[src/rtl/huffman_bit_packer.sv]
// Packs variable-length codewords MSB-first into bytes, with flush and zero padding.
// Optional saturating byte counter on out_count when HUFF_PACK_STATS_EN is defined.
module huffman_bit_packer #(
    parameter int unsigned MAX_LEN = 8,
    parameter int unsigned ACC_W   = 16
) (
    input  logic               clk,
    input  logic               rst,
    input  logic               in_valid,
    output logic               in_ready,
    input  logic [MAX_LEN-1:0] in_code,
    input  logic [3:0]         in_len,
    input  logic               in_flush,
    output logic               out_valid,
    input  logic               out_ready,
    output logic [7:0]         out_byte,
    output logic               out_last
`ifdef HUFF_PACK_STATS_EN
    ,
    output logic [15:0]        out_count
`endif
);

    localparam int unsigned FW = $clog2(ACC_W + 1);

    typedef enum logic {StRun, StDrain} state_t;

    state_t             state_q, state_d;
    logic [ACC_W-1:0]   acc_q, acc_d, acc_pop, code_al;
    logic [FW-1:0]      fill_q, fill_d, fill_pop;
    logic [3:0]         len_c;
    logic [MAX_LEN-1:0] code_m;
    logic               push, pop;

    // State register
    always_ff @(posedge clk or posedge rst) begin
        if (rst) begin
            state_q <= StRun;
            acc_q   <= '0;
            fill_q  <= '0;
        end else begin
            state_q <= state_d;
            acc_q   <= acc_d;
            fill_q  <= fill_d;
        end
    end

    // Outputs decode registered state only
    always_comb begin
        in_ready  = (state_q == StRun) && (fill_q <= FW'(ACC_W - MAX_LEN));
        out_valid = (fill_q >= FW'(8)) || ((state_q == StDrain) && (fill_q != '0));
        out_last  = (state_q == StDrain) && out_valid && (fill_q <= FW'(8));
        out_byte  = acc_q[ACC_W-1 -: 8];
    end

    // Datapath: the pop shift happens first so a same-cycle push lands behind it
    always_comb begin
        push  = in_valid && in_ready;
        pop   = out_valid && out_ready;
        len_c = (in_len > 4'(MAX_LEN)) ? 4'(MAX_LEN) : in_len;
        for (int i = 0; i < int'(MAX_LEN); i++) begin
            code_m[i] = in_code[i] && (i < int'(len_c));
        end
        acc_pop  = pop ? (acc_q << 8) : acc_q;
        fill_pop = fill_q;
        if (pop) begin
            fill_pop = (fill_q >= FW'(8)) ? (fill_q - FW'(8)) : '0;
        end
        code_al = (ACC_W'(code_m) << (ACC_W - 32'(len_c))) >> fill_pop;
        acc_d   = push ? (acc_pop | code_al) : acc_pop;
        fill_d  = push ? (fill_pop + FW'(len_c)) : fill_pop;
    end

    // Next-state logic
    always_comb begin
        state_d = state_q;
        unique case (state_q)
            StRun:   if (push && in_flush && (fill_d != '0)) state_d = StDrain;
            StDrain: if (pop && out_last) state_d = StRun;
            default: state_d = StRun;
        endcase
    end

`ifdef HUFF_PACK_STATS_EN
    logic [15:0] count_q;

    always_ff @(posedge clk or posedge rst) begin
        if (rst) begin
            count_q <= '0;
        end else if (pop && (count_q != 16'hFFFF)) begin
            count_q <= count_q + 16'd1;
        end
    end

    assign out_count = count_q;
`endif

endmodule

[config.mk]
export PLATFORM = sky130hd
export DESIGN_NAME = huffman_bit_packer
export DESIGN_NICKNAME = d
export VERILOG_FILES = /design/src/rtl/huffman_bit_packer.sv
export SDC_FILE = /design/constraint.sdc
export NUM_CORES = 1
export LEC_CHECK = 0
export ABC_AREA = 1
export CORE_MARGIN = 5
export CORE_UTILIZATION = 60
export DETAILED_ROUTE_END_ITERATION = 8
export PLACE_DENSITY = 0.86
export SYNTH_ARGS = -nofsm -noshare
export SYNTH_HDL_FRONTEND = slang
export SYNTH_SLANG_ARGS = --single-unit
[constraint.sdc]
create_clock -name clk -period 6.74 [get_ports clk]
set_clock_uncertainty 0.2 [all_clocks]
set_input_delay 0.674 -clock clk [delete_from_list [all_inputs] [get_ports clk]]
set_output_delay 0.674 -clock clk [all_outputs]
set_load 0.02 [all_outputs]
==> metrics.md <==
| Metric | Value |
|---|---|
| Worst-path clk slew | `roughly 0.13 ns` |
| Startpoint Class | `primary input` |
| N_diodes | `0` |
| Max-slew violations | `0` |
| Clock Latency Late Sink | `roughly 0.32 ns` |
| Detailed Place HPWL | `4240 µm` |
| Worst setup EP type | `register` |
| Initial antenna violation count | `0` |
| Total GRT Usage | `22.95%` |
| Leakage | `between 0.001 and 0.0015 µW` |
| Yosys cell types | `34` |
| Period utilization | `a little under three fifths` |
| Sequential cell area fraction in the yosys report | `between 20% and 30%` |
| Unrepaired setup endpoints after global routing | `false` |
| Critical Path Slowest Stage Cell | `clkdlybuf4s50_1` |
| Rel. slew slack | `approximately 45%` |
| Met3 WL | `about 380 µm` |
| Uppermost layer routed | `met4` |
| Cell mode on critical path | `nand2_1` |
| Worst r2r src | `fill_q[3]` |
| Num rows | `21` |
| DR iter-0 viols | `between 150 and 200` |
| Fin crit period | `between 3 and 4 ns` |
| Die X-Extent | `70.15 µm` |
| CTS-repair resized insts | `0` |
| Critical Path RT | `between 6 and 7 ns` |
| Vias in the first global route | `2,051` |
| Fin. Hold Viols | `0` |
| PwrDens | `~420 mW/mm²` |
| Starting Density | `between 60% and 70%` |
| Setup crit start | `out_ready` |
| Final setup viols | `0` |
| DR pass1 iterations | `5` |
| Clock Root Buffer | `clkbuf_4` |
| Remaining DRCs | `0` |
| Actual slew at the worst max-slew pin | `slightly above 0.8 ns` |
| Met1 WL | `roughly 2400 µm` |
| Final #Nets | `371` |
| Die Height | `approximately 70 µm` |
| Status | `complete, no violations` |
| Hold Crit Class | `register to register` |
| Die area | `between 0.004 and 0.005 mm²` |
| Max cap viols | `0` |
| Routed via count | `about 2,300` |
| Routed Antenna Nets | `0` |
| Share of cells above drive strength 1 | `10.12%` |
| Crit path arrival time | `3.81 ns` |
| Post-CTS setup buffers | `0` |
| Final Power | `1003 µW` |
| Post-DR wirelength/cell | `about 14 µm` |
| Cells after synthesis | `334` |
| Setup TNS | `0 ns` |
| CP Cell Sequence | `clkdlybuf4s50_1, inv_1, nor3_4, inv_2, nand2_1, clkinv_1, ha_1, a21oi_1, nand2_1, xor2_1, nand2_1, o21ai_1, nor2_1, nand3b_1, nand3_1, nand2_1` |
| Largest net degree at the start of global routing | `23` |
| # placed instances | `388` |
| YS warnings | `0` |
| Num CTS Buffers | `3` |
| Worst hold path startpoint | `acc_q[5]` |
| Gpl congestion | `between 0.9 and 1` |
| Util after Layout | `between 70 and 80%` |
| Cts hold-fix bufs | `0` |
| CTS max path bufs | `2` |
| Post-Route WL | `between 5000 and 6000 µm` |
| Syn Area/Cell | `6.499 µm²` |
| Final std cells w/o fill | `approximately 390` |
| Crit path largest cell delay | `roughly 0.5 ns` |
| Port-buffer cells | `27` |
| Number of synthesized register bits | `22` |
| Fill count | `approximately 290` |
| Layout area overhead | `10.84%` |
| Worst Path Max Fanout | `21` |
| Core Region | `0.003416 mm²` |
| Global-route wire length before repair | `about 9400 µm` |
| Setup slack at placement | `2.670 ns` |
| Post-DR vias/cell | `5.885` |
| Boundary pin count | `28` |
| TritonCTS clock tree | `yes` |
| Total congestion overflow | `0` |
| Peak VDD IR | `roughly 0.15 mV` |
| Synth Net Count | `about 360` |
| H-tree depth | `1` |
| Final worst-path setup slack | `approximately 3 ns` |
| Fmax achieved | `between 0.2 and 0.3 GHz` |
| Syn Std Cell Area | `around 0.0022 mm²` |
| Num Clock Sinks | `22` |
| CP Class | `primary input to register` |
| Wire length on met2 | `2552 µm` |
-- routing by layer --
| metal | track usage, % | vias to the layer above |
|---|---|---|
| met5 | 0 | - |
| met4 | 7.872 | 0 |
| met3 | 3.013 | 19 |
| met2 | 36.41 | 115 |
| met1 | 32.03 | 1039 |
| li1 | - | 1134 |
-- cells in the final DEF (no fill, tap or decap), types with 2 or more instances in the layout --
| master | instances |
|---|---|
| clkdlybuf4s50_1 | 27 |
| a21oi_1 | 10 |
| inv_4 | 2 |
| o21ai_2 | 2 |
| nand3_1 | 72 |
| inv_2 | 7 |
| o21ai_0 | 7 |
| nand2_2 | 9 |
| dfrtp_1 | 22 |
| xor2_1 | 2 |
| nand3b_1 | 2 |
| nand4_1 | 12 |
| ha_1 | 6 |
| nand2_1 | 84 |
| inv_1 | 20 |
| nor2_1 | 30 |
| nor2_2 | 3 |
| nor2_4 | 2 |
| nand2_4 | 2 |
| o211ai_1 | 4 |
| o21ai_1 | 5 |
| clkbuf_4 | 3 |
| o22ai_1 | 3 |
-- through the flow --
stage / hold slack, ns / instance area, µm²
after floorplan: 0.2492 / 2171
after global placement: 0.2641 / 2354
after detailed placement: 0.2692 / 2354
after CTS: 0.3026 / 2406
after global routing: 0.3370 / 2406
final: 0.3007 / 2406
-- final cells by class --
type | count | area (µm²) | area share [%]
sequential | 22 | 550.5 | 22.88
timing repair buffer | 27 | 270.3 | 11.23
tap | 46 | 57.56 | 2.392
clock buffer | 3 | 22.52 | 0.9360
multi-input combinational | 262 | 1353 | 56.21
clock inverter | 1 | 30.03 | 1.248
inverter | 31 | 122.6 | 5.096
-- Yosys cell counts, drive strengths merged --
| master | number | area, µm² |
|---|---|---|
| o22ai | 3 | 18.77 |
| nor2 | 35 | 153.9 |
| xor2 | 2 | 17.52 |
| clkinv | 2 | 8.750 |
| a21oi | 10 | 50.05 |
| or2 | 1 | 6.260 |
| ha | 6 | 75.07 |
| o211ai | 4 | 30.03 |
| dfrtp | 22 | 550.5 |
| buf | 17 | 137.6 |
| nand2 | 95 | 394.1 |
| nand4 | 12 | 75.07 |
| nand3b | 2 | 15.01 |
| xnor2 | 1 | 8.760 |
| o21ai | 15 | 93.84 |
| fa | 1 | 20.02 |
| a22oi | 1 | 7.510 |
| nand3 | 73 | 370.4 |
| inv | 29 | 113.9 |
| clkbuf | 2 | 7.510 |
| nor3 | 1 | 16.27 |
-- path summary, 6_finish.rpt --
check	endpoint	slack, ns	cells after the start
hold / removal	acc_q[5]	0.30	2
min in group asynchronous	acc_q[14]	0.60	2
setup reg to reg	state_q	3.06	17
hold reg to reg	acc_q[5]	0.30	2
max in group asynchronous	fill_q[2]	5.23	2
setup / recovery	state_q	2.94	16
-- power breakdown --
group | switching [µW] | internal, µW | total, µW
logic | 440 | 230 | 670
clock network | 44.1 | 60.2 | 104
registers | 36.1 | 193 | 229
total | 520 | 483 | 1000
-- worst max-delay path: cells and delay by family --
kind                       cells  cell delay, ns
buffers and inverters          4            1.10
AOI/OAI and AO/OA              2            0.24
and+or+nand+nor                8            1.20
adders and majority gates      1            0.46
xor gates and xnor gates       1            0.14
-- sequential cells by signal, indices dropped and copies added (netlist names) --
signal,count
acc_q,16
fill_q,5
state_q,1
-- cell families after synthesis --
group,after synthesis,share of synthesized area (%)
AND/OR/NAND/NOR,219,47.49
adder cells (fa/ha/maj),7,4.380
flip-flops,22,25.36
XOR/XNOR,3,1.211
buffers and inverters,50,12.33
AO/OA/AOI/OAI,33,9.222
Power figures use the tool's default switching activity.
